### config.mk
export PLATFORM = sky130hd
export DESIGN_NAME = ram_rd_arbiter
export DESIGN_NICKNAME = d
export VERILOG_FILES = /design/src/rtl/ram_rd_arbiter.sv
export SDC_FILE = /design/constraint.sdc
export NUM_CORES = 1
export LEC_CHECK = 0
export BUFFER_PORTS_ARGS = -buffer_cell sky130_fd_sc_hd__buf_2
export CAP_MARGIN = 25
export CORE_AREA = 2 2 72 74
export CTS_CLUSTER_DIAMETER = 150
export DETAILED_ROUTE_END_ITERATION = 10
export DIE_AREA = 0 0 74 76
export PLACE_DENSITY = 0.71
export SLEW_MARGIN = 20
export SYNTH_ARGS = -nofsm -noshare
export SYNTH_HDL_FRONTEND = slang
export SYNTH_SLANG_ARGS = --single-unit
### constraint.sdc
create_clock -name clk -period 4.75 [get_ports clk]
set_clock_uncertainty 0.15 [all_clocks]
set_input_delay 0.475 -clock clk [delete_from_list [all_inputs] [get_ports clk]]
set_output_delay 0.475 -clock clk [all_outputs]
set_load 0.01 [all_outputs]
### src/rtl/ram_rd_arbiter.sv
`default_nettype none
// ============================================================================
// Module   : ram_rd_arbiter
// Purpose  : Round-robin sharing of a 1R1W RAM read port between NB_RD
//            requesters; writes have priority and same-cycle collisions are
//            either stalled or forwarded.
// Revision : 1.0 - initial release
// ============================================================================
module ram_rd_arbiter #(
  parameter  int WIDTH             = 32,
  parameter  int DEPTH             = 1024,
  parameter  int NB_RD             = 2,
  parameter  int RAM_LATENCY       = 1,
  parameter  int RD_WR_ACCESS_TYPE = 0,
  localparam int AW                = $clog2(DEPTH)
) (
  input  logic                  clk,
  input  logic                  a_rst_n,
  input  logic                  wr_en,
  input  logic [AW-1:0]         wr_add,
  input  logic [WIDTH-1:0]      wr_data,
  input  logic [NB_RD-1:0]      rd_req_vld,
  output logic [NB_RD-1:0]      rd_req_rdy,
  input  logic [NB_RD*AW-1:0]   rd_req_add,
  output logic [NB_RD-1:0]      rd_data_vld,
  output logic [WIDTH-1:0]      rd_data,
  output logic                  ram_wr_en,
  output logic [AW-1:0]         ram_wr_add,
  output logic [WIDTH-1:0]      ram_wr_data,
  output logic                  ram_rd_en,
  output logic [AW-1:0]         ram_rd_add,
  input  logic [WIDTH-1:0]      ram_rd_data
);

  // Access-type encoding shared with ram_wrapper_pkg.
  localparam int c_ACCESS_CONFLICT = 0;
  localparam int c_ACCESS_READ_NEW = 1;
  localparam int c_ACCESS_READ_OLD = 2;
  localparam int c_PW              = (NB_RD > 1) ? $clog2(NB_RD) : 1;

  if (RD_WR_ACCESS_TYPE == c_ACCESS_READ_OLD) begin : g_read_old_illegal
    $fatal(1, "ram_rd_arbiter: READ_OLD access type is not supported");
  end else if ((RD_WR_ACCESS_TYPE != c_ACCESS_CONFLICT) &&
               (RD_WR_ACCESS_TYPE != c_ACCESS_READ_NEW)) begin : g_access_unknown
    $fatal(1, "ram_rd_arbiter: unknown RD_WR_ACCESS_TYPE");
  end else if ((NB_RD < 1) || (RAM_LATENCY < 1)) begin : g_bad_sizing
    $fatal(1, "ram_rd_arbiter: NB_RD and RAM_LATENCY must be >= 1");
  end

  logic [c_PW-1:0]    r_rr_ptr;
  logic [c_PW-1:0]    w_grant_idx;
  logic [c_PW-1:0]    w_cand;
  logic [c_PW-1:0]    w_next_ptr;
  logic [AW-1:0]      w_grant_add;
  logic [NB_RD-1:0]   w_grant_oh;
  logic [NB_RD-1:0]   w_rdy;
  logic               w_any;
  logic               w_coll;
  logic               w_stall;
  logic               w_fire;
  logic               w_fwd;

  logic [RAM_LATENCY-1:0] r_pipe_vld;
  logic [RAM_LATENCY-1:0] r_pipe_fwd;
  logic [NB_RD-1:0]       r_pipe_id   [RAM_LATENCY];
  logic [WIDTH-1:0]       r_pipe_data [RAM_LATENCY];

  // Scan from farthest to nearest so the requester closest to rr_ptr wins.
  always_comb begin
    w_grant_idx = r_rr_ptr;
    w_cand      = '0;
    for (int k = NB_RD - 1; k >= 0; k--) begin
      w_cand = c_PW'((int'(r_rr_ptr) + k) % NB_RD);
      if (rd_req_vld[w_cand]) begin
        w_grant_idx = w_cand;
      end
    end
  end

  assign w_any       = |rd_req_vld;
  assign w_grant_add = rd_req_add[w_grant_idx*AW +: AW];
  assign w_grant_oh  = NB_RD'(1) << w_grant_idx;
  assign w_coll      = wr_en & (w_grant_add == wr_add);
  assign w_stall     = (RD_WR_ACCESS_TYPE == c_ACCESS_CONFLICT) & w_coll;
  assign w_fwd       = (RD_WR_ACCESS_TYPE == c_ACCESS_READ_NEW) & w_coll;
  assign w_fire      = a_rst_n & w_any & ~w_stall;
  assign w_rdy       = w_fire ? w_grant_oh : '0;
  assign w_next_ptr  = (w_grant_idx == c_PW'(NB_RD - 1)) ? '0 : w_grant_idx + 1'b1;

  assign rd_req_rdy  = w_rdy;
  assign ram_rd_en   = w_fire;
  assign ram_rd_add  = w_grant_add;
  assign ram_wr_en   = wr_en & a_rst_n;
  assign ram_wr_add  = wr_add;
  assign ram_wr_data = wr_data;

  always_ff @(posedge clk or negedge a_rst_n) begin
    if (!a_rst_n) begin
      r_rr_ptr   <= '0;
      r_pipe_vld <= '0;
      r_pipe_fwd <= '0;
      for (int k = 0; k < RAM_LATENCY; k++) begin
        r_pipe_id[k] <= '0;
      end
    end else begin
      if (w_fire) begin
        r_rr_ptr <= w_next_ptr;
      end
      r_pipe_vld[0] <= w_fire;
      r_pipe_fwd[0] <= w_fire & w_fwd;
      r_pipe_id[0]  <= w_rdy;
      for (int k = 1; k < RAM_LATENCY; k++) begin
        r_pipe_vld[k] <= r_pipe_vld[k-1];
        r_pipe_fwd[k] <= r_pipe_fwd[k-1];
        r_pipe_id[k]  <= r_pipe_id[k-1];
      end
    end
  end

  // Forwarded data is qualified by r_pipe_fwd, so it needs no reset.
  always_ff @(posedge clk) begin
    if (w_fire & w_fwd) begin
      r_pipe_data[0] <= wr_data;
    end
    for (int k = 1; k < RAM_LATENCY; k++) begin
      r_pipe_data[k] <= r_pipe_data[k-1];
    end
  end

  assign rd_data_vld = r_pipe_id[RAM_LATENCY-1] & {NB_RD{r_pipe_vld[RAM_LATENCY-1]}};
  assign rd_data     = r_pipe_fwd[RAM_LATENCY-1] ? r_pipe_data[RAM_LATENCY-1] : ram_rd_data;

endmodule
`default_nettype wire

==> results.md <==
- CP Class: in2out
- Post-Syn Area: 991 um^2
- Worst-path clk slew: 0.03 ns
- GRT Overall Usage: 6.65%
- Yosys reg bits: 4
- NetSw: 0.0000698 W
- Top-count cell post-synth: buf_4
- Ys Warns: 0
- Status: complete, no violations
- Starting DRT DRC Count: 4
- Post-synth EDFFs: 0
- Post-route ant nets: 0
- Fraction of synthesis flops using an asynchronous set or reset pin: 100%
- Pin count of the biggest net entering global routing: 14
- Sequential-to-total area share from yosys stat: 10.1%
- Clock power share: 32.7%
- Unrepaired setup endpoints after global routing: false
- Core Rows: 26
- Layout Area Growth over Synthesis: -12.9%
- Syn Nets: 216
- First-pass GRT wire length: 2830 um
- Initial antenna violation count: 0
- Max-cap violations: 0
- Cell-internal power: 0.000146 W
- Die X: 74 um
- Pre-CTS setup slack: 1.48 ns
- Via Count: 614
- Combinational fraction of design power: 48.5%
- Utilization after layout: 17.6%
- Peak VDD IR: 0.0707 mV
- Most area-hungry cell type in the Yosys netlist: buf_4
- Top area cells in the synthesized netlist: buf_4, dfrtp_1, mux2i_1
- GRT Residual Overflow: 0
- Cts repair resizes: 0
- Final number of setup-violating endpoints: 0
- PnR worst setup slack: 1.54 ns
- DRT Pass-1 Iters: 2
- Worst hold path class: reg2reg
- Clk sinks: 4
- Worst skew pair latency: 0.21 ns
- Critical path, cell by cell: buf_2, inv_1, maj3_2, mux2_2, xnor2_1, and4_1, a31oi_1, nor2b_1, buf_2
- P_leak: 0.478 nW
- Root Buffer: clkbuf_8
- Height of the die: 76 um
- Share of layout cells above drive strength 1: 67.0%
- Clock Path Buffers: 2
- Main flop type after synthesis: dfrtp_1
- CTS tree: yes
- Worst slew pin tran: 0.496 ns
- Top-area cell type share of the netlist area: 56.1%
- DP Area: 812 um^2
- # diodes: 0
- Max-slew violations: 0
- Input/output buffers: 60
- Sw frac: 32.4%
- Final worst path period share: 67.6%
- Setup_tns: 0 ns
- Post-CTS Setup Bufs: 0
- Mapped Cells: 117
- Num CTS Buffers: 3
- Post-DP HPWL: 1680 um
- Initial core utilization: 20.2%
- Most Frequent Cell on Critical Path: buf_2
- Core ar.: 4910 um^2
- Post-layout instance area: 863 um^2
- F_max: 0.312 GHz
- Post-Synthesis Mean Instance Area: 8.47 um^2
- Seq pwr share: 18.8%
- CP max stage delay: 0.44 ns
- Post-Route WL: 1960 um
- Pwr dens: 250 nW/um^2
- Vias in the first global route: 623
- I/O pins: 189
- CP Launch Type: primary input
- Worst path required time: 4.12 ns
- Hold Vio Cnt, Final: 0
- Nets: 207
- H-tree levels: 1
- Most frequent cells after synthesis: buf_4, inv_1, mux2i_1, xnor2_1, xor2_1
- Via density: 3.49
- Critical Path Fanout Max: 13
- GPL Wtd Cong: 0.693
- CP Data Arrival Time: 2.59 ns
- Worst Setup End Kind: output port
- Rel. slew slack: 66.8%
- Remaining DRCs: 0
- Fin crit period: 3.21 ns
- Netlist cell types: 17
- Worst path slowest cell: maj3_2
- Drt wl/cell: 11.1 um
- Die Area: 5620 um^2
## sequential cells by signal, summed over array words and instances, names as in the netlist
signal / cells
r_pipe_vld: 1
r_pipe_id: 2
r_rr_ptr: 1
## cell usage in the layout (no fill, tap or decap), types with 3 or more instances in the layout
cell type and instances:
mux2_2 3, and2_1 4, mux2i_1 5, dfrtp_1 4, clkbuf_8 3, mux2_4 3
inv_1 6, buf_2 60, xnor2_1 5, xor2_1 5
## cell families after synthesis
group	Yosys count	share of synthesized area, %
buffers and inverters	81	59.5
muxes	11	13.0
xor gates and xnor gates	10	8.84
and+or+nand+nor	8	6.31
DFF	4	10.1
AOI/OAI and AO/OA	2	1.14
adders and majority gates	1	1.14
## final timing paths
check	startpoint	end	slack, ns	depth (start not counted)
worst min-delay path	r_rr_ptr$_DFFE_PN0P_	r_rr_ptr$_DFFE_PN0P_	0.38	2
min in group asynchronous	a_rst_n	r_pipe_vld$_DFF_PN0_	0.48	2
max in group asynchronous	a_rst_n	r_pipe_id[1]$_DFF_PN0_	3.83	2
worst max register to register	r_rr_ptr$_DFFE_PN0P_	r_rr_ptr$_DFFE_PN0P_	2.33	6
worst min register to register	r_rr_ptr$_DFFE_PN0P_	r_rr_ptr$_DFFE_PN0P_	0.38	2
worst max-delay path	rd_req_vld[0]	rd_req_rdy[0]	1.54	9
## cell type report
class | instances | area (um^2)
inverter | 6 | 22.5
tap | 70 | 87.6
sequential | 4 | 100
fill | 563 | 4050
timing repair buffer | 61 | 310
multi-input combinational | 32 | 302
clock buffer | 3 | 41.3
## worst max-delay path, delay by kind of cell
| family | cells | cell delay [ns] |
|---|---|---|
| AO/OA/AOI/OAI | 1 | 0.41 |
| XOR/XNOR | 1 | 0.13 |
| adder cells (fa/ha/maj) | 1 | 0.44 |
| buffers and inverters | 3 | 0.30 |
| multiplexers | 1 | 0.40 |
| AND/OR/NAND/NOR | 2 | 0.41 |
## stage by stage
step | power, W | instances | hold slack [ns]
after floorplan | 0.000167 | 117 | 0.0294
after global placement | 0.000148 | 172 | 0.155
after detailed placement | 0.000148 | 172 | 0.156
after CTS | 0.000222 | 176 | 0.382
after global routing | 0.000232 | 176 | 0.412
final | 0.000216 | 176 | 0.379
## power by group through the flow
stage	Sequential [W]	Combinational [W]	Clock, W
2_1_floorplan	0.0000404	0.000126	0
3_3_place_gp	0.0000408	0.000107	0
3_5_place_dp	0.0000410	0.000107	0
4_1_cts	0.0000406	0.000108	0.0000727
5_1_grt	0.0000411	0.000117	0.0000744
6_report	0.0000405	0.000105	0.0000704
## metal layers
| layer | vias up | wire length [um] | GRT usage [%] |
|---|---|---|---|
| met2 | 68 | 1030 | 11.3 |
| met1 | 260 | 618 | 6.08 |
| li1 | 272 | - | - |
| met5 | - | 0 | 0 |
| met4 | 0 | 62 | 5.27 |
| met3 | 14 | 246 | 2.51 |
## repair_timing
item,in CTS,in global routing
hold buffers,1,0
endpoints found under the hold margin,4,0
endpoints found under the setup margin,0,0
(Power assumes the default switching activity.)
